==> src/rtl/clk_div_pkg.sv <==
// +--------------------------------------------------------------------+
// | clk_div_pkg : shared types and defaults for the divide-by-6 taps    |
// | Rev 1.0                                                            |
// +--------------------------------------------------------------------+
`default_nettype none

package clk_div_pkg;

  localparam int DIV6_PERIOD = 6;
  localparam int MON_CNT_W   = 8;

  typedef enum logic [1:0] {
    IDLE    = 2'd0,
    ARM     = 2'd1,
    MEASURE = 2'd2
  } mon_state_e;

endpackage

`default_nettype wire

==> src/rtl/clk_edge_detect.sv <==
// +--------------------------------------------------------------------+
// | clk_edge_detect : registers a divider tap, flags rising/falling    |
// | Rev 1.0                                                            |
// +--------------------------------------------------------------------+
`default_nettype none

module clk_edge_detect (
  input  logic clk,
  input  logic reset,
  input  logic i_clk_in,
  output logic o_rise,
  output logic o_fall
);

  logic r_clk_in_d;

  always_ff @(posedge clk or negedge reset) begin
    if (!reset) begin
      r_clk_in_d <= 1'b0;
    end else begin
      r_clk_in_d <= i_clk_in;
    end
  end

  assign o_rise = i_clk_in & ~r_clk_in_d;
  assign o_fall = ~i_clk_in & r_clk_in_d;

endmodule

`default_nettype wire

==> src/rtl/clk_div_monitor.sv <==
// +--------------------------------------------------------------------+
// | clk_div_monitor : measures divider period/high time, tracks lock   |
// | Rev 1.0                                                            |
// +--------------------------------------------------------------------+
`default_nettype none

module clk_div_monitor
  import clk_div_pkg::*;
#(
  parameter int CNT_W      = MON_CNT_W,
  parameter int EXP_PERIOD = DIV6_PERIOD,
  parameter int TOL        = 0,
  parameter int LOCK_CNT   = 4
) (
  input  logic             clk,
  input  logic             reset,
  input  logic             clk_in,
  input  logic             enable,
  input  logic             err_clr,
  output logic [CNT_W-1:0] period,
  output logic [CNT_W-1:0] high_time,
  output logic             period_valid,
  output logic             locked,
  output logic             err
);

  localparam int              c_LOCK_W   = $clog2(LOCK_CNT + 1);
  localparam logic [c_LOCK_W-1:0] c_LOCK_MAX = c_LOCK_W'(LOCK_CNT);
  localparam logic [CNT_W-1:0] c_CNT_MAX = '1;
  localparam logic [CNT_W-1:0] c_CNT_ONE = CNT_W'(1);

  mon_state_e          r_state;
  logic [CNT_W-1:0]    r_cnt;
  logic [c_LOCK_W-1:0] r_lock_cnt;
  logic [CNT_W-1:0]    r_period;
  logic [CNT_W-1:0]    r_high_time;
  logic                r_period_valid;
  logic                r_locked;
  logic                r_err;

  logic                w_rise;
  logic                w_fall;
  logic [CNT_W:0]      w_cnt_ext;
  logic [CNT_W:0]      w_exp;
  logic [CNT_W:0]      w_abs_dev;
  logic                w_in_tol;
  logic [c_LOCK_W-1:0] w_lock_inc;

  clk_edge_detect u_edge (
    .clk      (clk),
    .reset    (reset),
    .i_clk_in (clk_in),
    .o_rise   (w_rise),
    .o_fall   (w_fall)
  );

  // One extra bit keeps the deviation from wrapping for any count value
  assign w_cnt_ext  = {1'b0, r_cnt};
  assign w_exp      = (CNT_W+1)'(EXP_PERIOD);
  assign w_abs_dev  = (w_cnt_ext >= w_exp) ? (w_cnt_ext - w_exp) : (w_exp - w_cnt_ext);
  assign w_in_tol   = (w_abs_dev <= (CNT_W+1)'(TOL));
  assign w_lock_inc = (r_lock_cnt == c_LOCK_MAX) ? r_lock_cnt : r_lock_cnt + c_LOCK_W'(1);

  always_ff @(posedge clk or negedge reset) begin
    if (!reset) begin
      r_state        <= IDLE;
      r_cnt          <= '0;
      r_lock_cnt     <= '0;
      r_period       <= '0;
      r_high_time    <= '0;
      r_period_valid <= 1'b0;
      r_locked       <= 1'b0;
      r_err          <= 1'b0;
    end else begin
      r_period_valid <= 1'b0;
      // Clear first; any error set further down overrides it on the same edge
      if (err_clr) begin
        r_err <= 1'b0;
      end
      if (!enable) begin
        r_state    <= IDLE;
        r_cnt      <= '0;
        r_lock_cnt <= '0;
        r_locked   <= 1'b0;
      end else begin
        case (r_state)
          IDLE: begin
            r_state <= ARM;
          end
          ARM: begin
            if (w_rise) begin
              r_cnt   <= c_CNT_ONE;
              r_state <= MEASURE;
            end
          end
          MEASURE: begin
            if (w_fall) begin
              r_high_time <= r_cnt;
            end
            if (w_rise) begin
              r_period       <= r_cnt;
              r_period_valid <= 1'b1;
              r_cnt          <= c_CNT_ONE;
              if (w_in_tol) begin
                r_lock_cnt <= w_lock_inc;
                r_locked   <= (w_lock_inc == c_LOCK_MAX);
              end else begin
                r_lock_cnt <= '0;
                r_locked   <= 1'b0;
                if (r_locked) begin
                  r_err <= 1'b1;
                end
              end
            end else if (r_cnt == c_CNT_MAX) begin
              r_err      <= 1'b1;
              r_locked   <= 1'b0;
              r_lock_cnt <= '0;
              r_cnt      <= '0;
              r_state    <= ARM;
            end else begin
              r_cnt <= r_cnt + c_CNT_ONE;
            end
          end
          default: begin
            r_state <= IDLE;
          end
        endcase
      end
    end
  end

  assign period       = r_period;
  assign high_time    = r_high_time;
  assign period_valid = r_period_valid;
  assign locked       = r_locked;
  assign err          = r_err;

endmodule

`default_nettype wire

==> config.mk <==
export PLATFORM = sky130hd
export DESIGN_NAME = clk_div_monitor
export DESIGN_NICKNAME = d
export VERILOG_FILES = /design/src/rtl/clk_div_pkg.sv /design/src/rtl/clk_edge_detect.sv /design/src/rtl/clk_div_monitor.sv
export SDC_FILE = /design/constraint.sdc
export NUM_CORES = 1
export LEC_CHECK = 0
export CAP_MARGIN = 20
export CORE_MARGIN = 2
export CORE_UTILIZATION = 53
export DETAILED_ROUTE_END_ITERATION = 10
export PLACE_DENSITY = 0.78
export SKIP_CTS_REPAIR_TIMING = 1
export SLEW_MARGIN = 20
export SYNTH_ARGS = -nofsm -noshare
export SYNTH_HDL_FRONTEND = slang
export SYNTH_SLANG_ARGS = --single-unit
==> constraint.sdc <==
create_clock -name clk -period 1.9 [get_ports clk]
set_input_delay 0.475 -clock clk [delete_from_list [all_inputs] [get_ports clk]]
set_output_delay 0.475 -clock clk [all_outputs]
set_load 0.02 [all_outputs]
==> summary.md <==
| Metric | Value |
|---|---|
| GRT met2 Usage | 40.8% |
| Util after Layout | between 70% and 80% |
| Mapped Nets | 155 |
| Syn Inst Count | 144 |
| Vias in the first global route | 1,377 |
| Post-synth EDFFs | 0 |
| Initial antenna violation count | 0 |
| Asr flop ratio synth | 100% |
| Crit start category | register |
| # IOs | 24 |
| Fin. max-slew vios | 0 |
| Met3 Track Usage GR | under 10% |
| Synth Area per Inst | 11.5 um2 |
| Final hold violations | 0 |
| Worst slew pin tran | ~0.42 ns |
| Register clock-pin slew on the reported worst setup and hold paths | approximately 0.11 ns |
| Fraction of layout cells with a size suffix above 1 | between 20% and 30% |
| ANT nets after route | 0 |
| TritonCTS buffer count | 5 |
| CP peak stage delay | 0.42 ns |
| WP data required | 2.14 ns |
| Clk sinks | 33 |
| Gr busiest metal | met2 |
| # setup viols final | 0 |
| Die Y | ~60 um |
| Post-route clock period utilization | a little over nine tenths |
| Vias per inst | roughly 5.9 |
| PortBufs | 23 |
| Max Cap Violations | 0 |
| Total power | 1.23 mW |
| RSZ-0062 raised after global routing | yes |
| Multi-input combinational cell area | 800 um2 |
| Yosys reg bits | 33 |
| Worst-path maximum fanout | 6 |
| Die ar. | about 3600 um2 |
| Status | finished, final reports clean |
| Largest net degree at the start of global routing | 34 |
| Latest clock arrival within the worst-skew pair | 0.35 ns |
| TritonCTS clock tree | built |
| Pleak | 0.974 nW |
| Setup crit end kind | register |
| Met1 GRT Util | 29.1% |
| Cell chosen for the clock root | clkbuf_4 |
| Drt pass-1 iters | 6 |
| Vias | 1,351 |
| CTS max path bufs | 2 |
| Yosys warnings | 0 |
| Fillers | between 200 and 250 |
| PwrDens | 571 nW/um2 |
| 1st-iter DRT viols | between 50 and 60 |
| CP Class | reg -> reg |
| Final GP Congestion | just over 0.9 |
| Slowest CP cell | dfrtp_1 |
| P&R area growth vs syn | 30.3% |
| Site Rows | 20 |
| Synth unique cells | 45 |
| H-tree levels | 2 |
| Slew HR | 72.2% |
| Worst min path class | in -> async |
| WL/cell | 16.8 um |
| Worst EP arrival | 2.06 ns |
| R2R Path End | r_lock_cnt[1] |
| Fmax | 548 MHz |
| Seq/Total Area, Yosys | between 40 and 50% |
| Depth of the worst register-to-register path | 6 |
| Min Clock Period, post-route | 1.82 ns |
| N_diodes | 0 |
| GRT Total Usage | between 20% and 30% |
| R2r startpoint | r_cnt[1] |
| Hpwl dp | between 2 and 3 mm |
| CP Cell Sequence | buf_4 > ha_1 > a21boi_0 > xnor2_1 > and3_1 > a32o_1 |
| Primary FF master, synth | dfrtp_1 |
| R2r setup slk | 0.08 ns |
| Cell Area, Synth | about 1700 um2 |
| Routed wire length | 3.83 mm |
| Starting Density | a little under three fifths |
| First-pass GRT wire length | 6.37 mm |
| Sequential Area | slightly above 800 um2 |
| Grt ovf | 0 |
| Drc violations | 0 |
| Core area | 3000 um2 |
| Clock skew | around 0.010 ns |
| Max rail drop VDD | 0.000433 V |
| NumNets Final | 205 |
| Horiz. Die Dim | between 50 and 60 um |
==> placed cells by master, fill, tap and decap left out, types with 4 or more instances in the layout <==
| cell | Yosys | routed |
|---|---|---|
| clkbuf_4 | 0 | 5 |
| inv_1 | 6 | 6 |
| a21oi_1 | 4 | 4 |
| o21ai_0 | 4 | 4 |
| dfrtp_1 | 33 | 33 |
| mux2_2 | 16 | 16 |
| nand2_1 | 9 | 9 |
| ha_1 | 6 | 6 |
| o31ai_1 | 4 | 4 |
| xnor2_1 | 4 | 4 |
| clkdlybuf4s50_1 | 0 | 23 |
| buf_4 | 1 | 24 |
| nor2_1 | 7 | 7 |
==> Yosys cell counts, types with 3 or more instances <==
library cell,count,area (um2)
a21oi_1,4,20.0
a31oi_1,3,18.8
dfrtp_1,33,826
ha_1,6,75.1
inv_1,6,22.5
mux2_2,16,180
nand2_1,9,33.8
nand2b_1,3,18.8
nand3_1,3,15.0
nor2_1,7,26.3
nor2b_1,3,18.8
o21ai_0,4,20.0
o31ai_1,4,30.0
xnor2_1,4,35.0
==> cells by family after synthesis <==
| group | Yosys count | synth area share (%) |
|---|---|---|
| and+or+nand+nor | 42 | 15.5 |
| AOI/OAI and AO/OA | 33 | 14.5 |
| DFF | 33 | 49.8 |
| muxes | 16 | 10.9 |
| buffers and inverters | 10 | 2.64 |
| adders and majority gates | 6 | 4.53 |
| xor gates and xnor gates | 4 | 2.11 |
==> report_power, final <==
part           switching [mW]  internal [mW]
Clock                   0.260          0.143
Sequential             0.0135          0.712
Combinational          0.0557         0.0507
==> stage by stage <==
| step | hold WS [ns] | setup TNS [ns] | instance area (um2) | std cells | setup WS [ns] |
|---|---|---|---|---|---|
| final | 0.508 | 0 | 2160 | 228 | 0.0768 |
| after global routing | 0.536 | -0.0701 | 2160 | 228 | -0.0386 |
| after CTS | 0.521 | 0 | 2140 | 227 | 0.0641 |
| after detailed placement | 0.496 | -3.18 | 2080 | 219 | -0.238 |
| after global placement | 0.487 | -2.14 | 2080 | 219 | -0.196 |
| after floorplan | 0.179 | 0 | 1660 | 144 | 0.227 |
==> registers in the layout (all words and copies together), names as in the netlist <==
name	count
period_valid	1
u_edge.r_clk_in_d	1
high_time	8
r_state	2
locked	1
r_cnt	8
err	1
r_lock_cnt	3
period	8
==> worst max path at each step <==
stage,endpoint,startpoint
after global placement,r_cnt[5],clk_in
after global routing,err,r_cnt[1]
after floorplan,high_time[0],enable
final,r_lock_cnt[1],r_cnt[1]
after CTS,r_lock_cnt[1],r_cnt[1]
after detailed placement,r_cnt[5],clk_in
==> per-layer routing <==
metal  wire (um)  vias to the layer above
met5           0                        -
met4         115                        0
met3         197                       14
met2        1970                       44
met1        1540                      666
li1            -                      627
==> final cells by class <==
| type | instances | area share [%] |
|---|---|---|
| clock buffer | 5 | 1.74 |
| sequential | 33 | 38.2 |
| clock inverter | 3 | 1.04 |
| multi-input combinational | 101 | 37.0 |
| timing repair buffer | 47 | 19.0 |
| inverter | 6 | 1.04 |
| tap | 33 | 1.91 |
==> worst max-delay path: cells and delay by family (launching register included) <==
| family | cells | cell delay (ns) |
|---|---|---|
| buffers and inverters | 1 | 0.14 |
| AO/OA/AOI/OAI | 2 | 0.52 |
| AND/OR/NAND/NOR | 1 | 0.24 |
| adder cells (fa/ha/maj) | 1 | 0.27 |
| flip-flops | 1 | 0.42 |
| XOR/XNOR | 1 | 0.12 |
No activity file was read; power rests on OpenSTA's default activity.
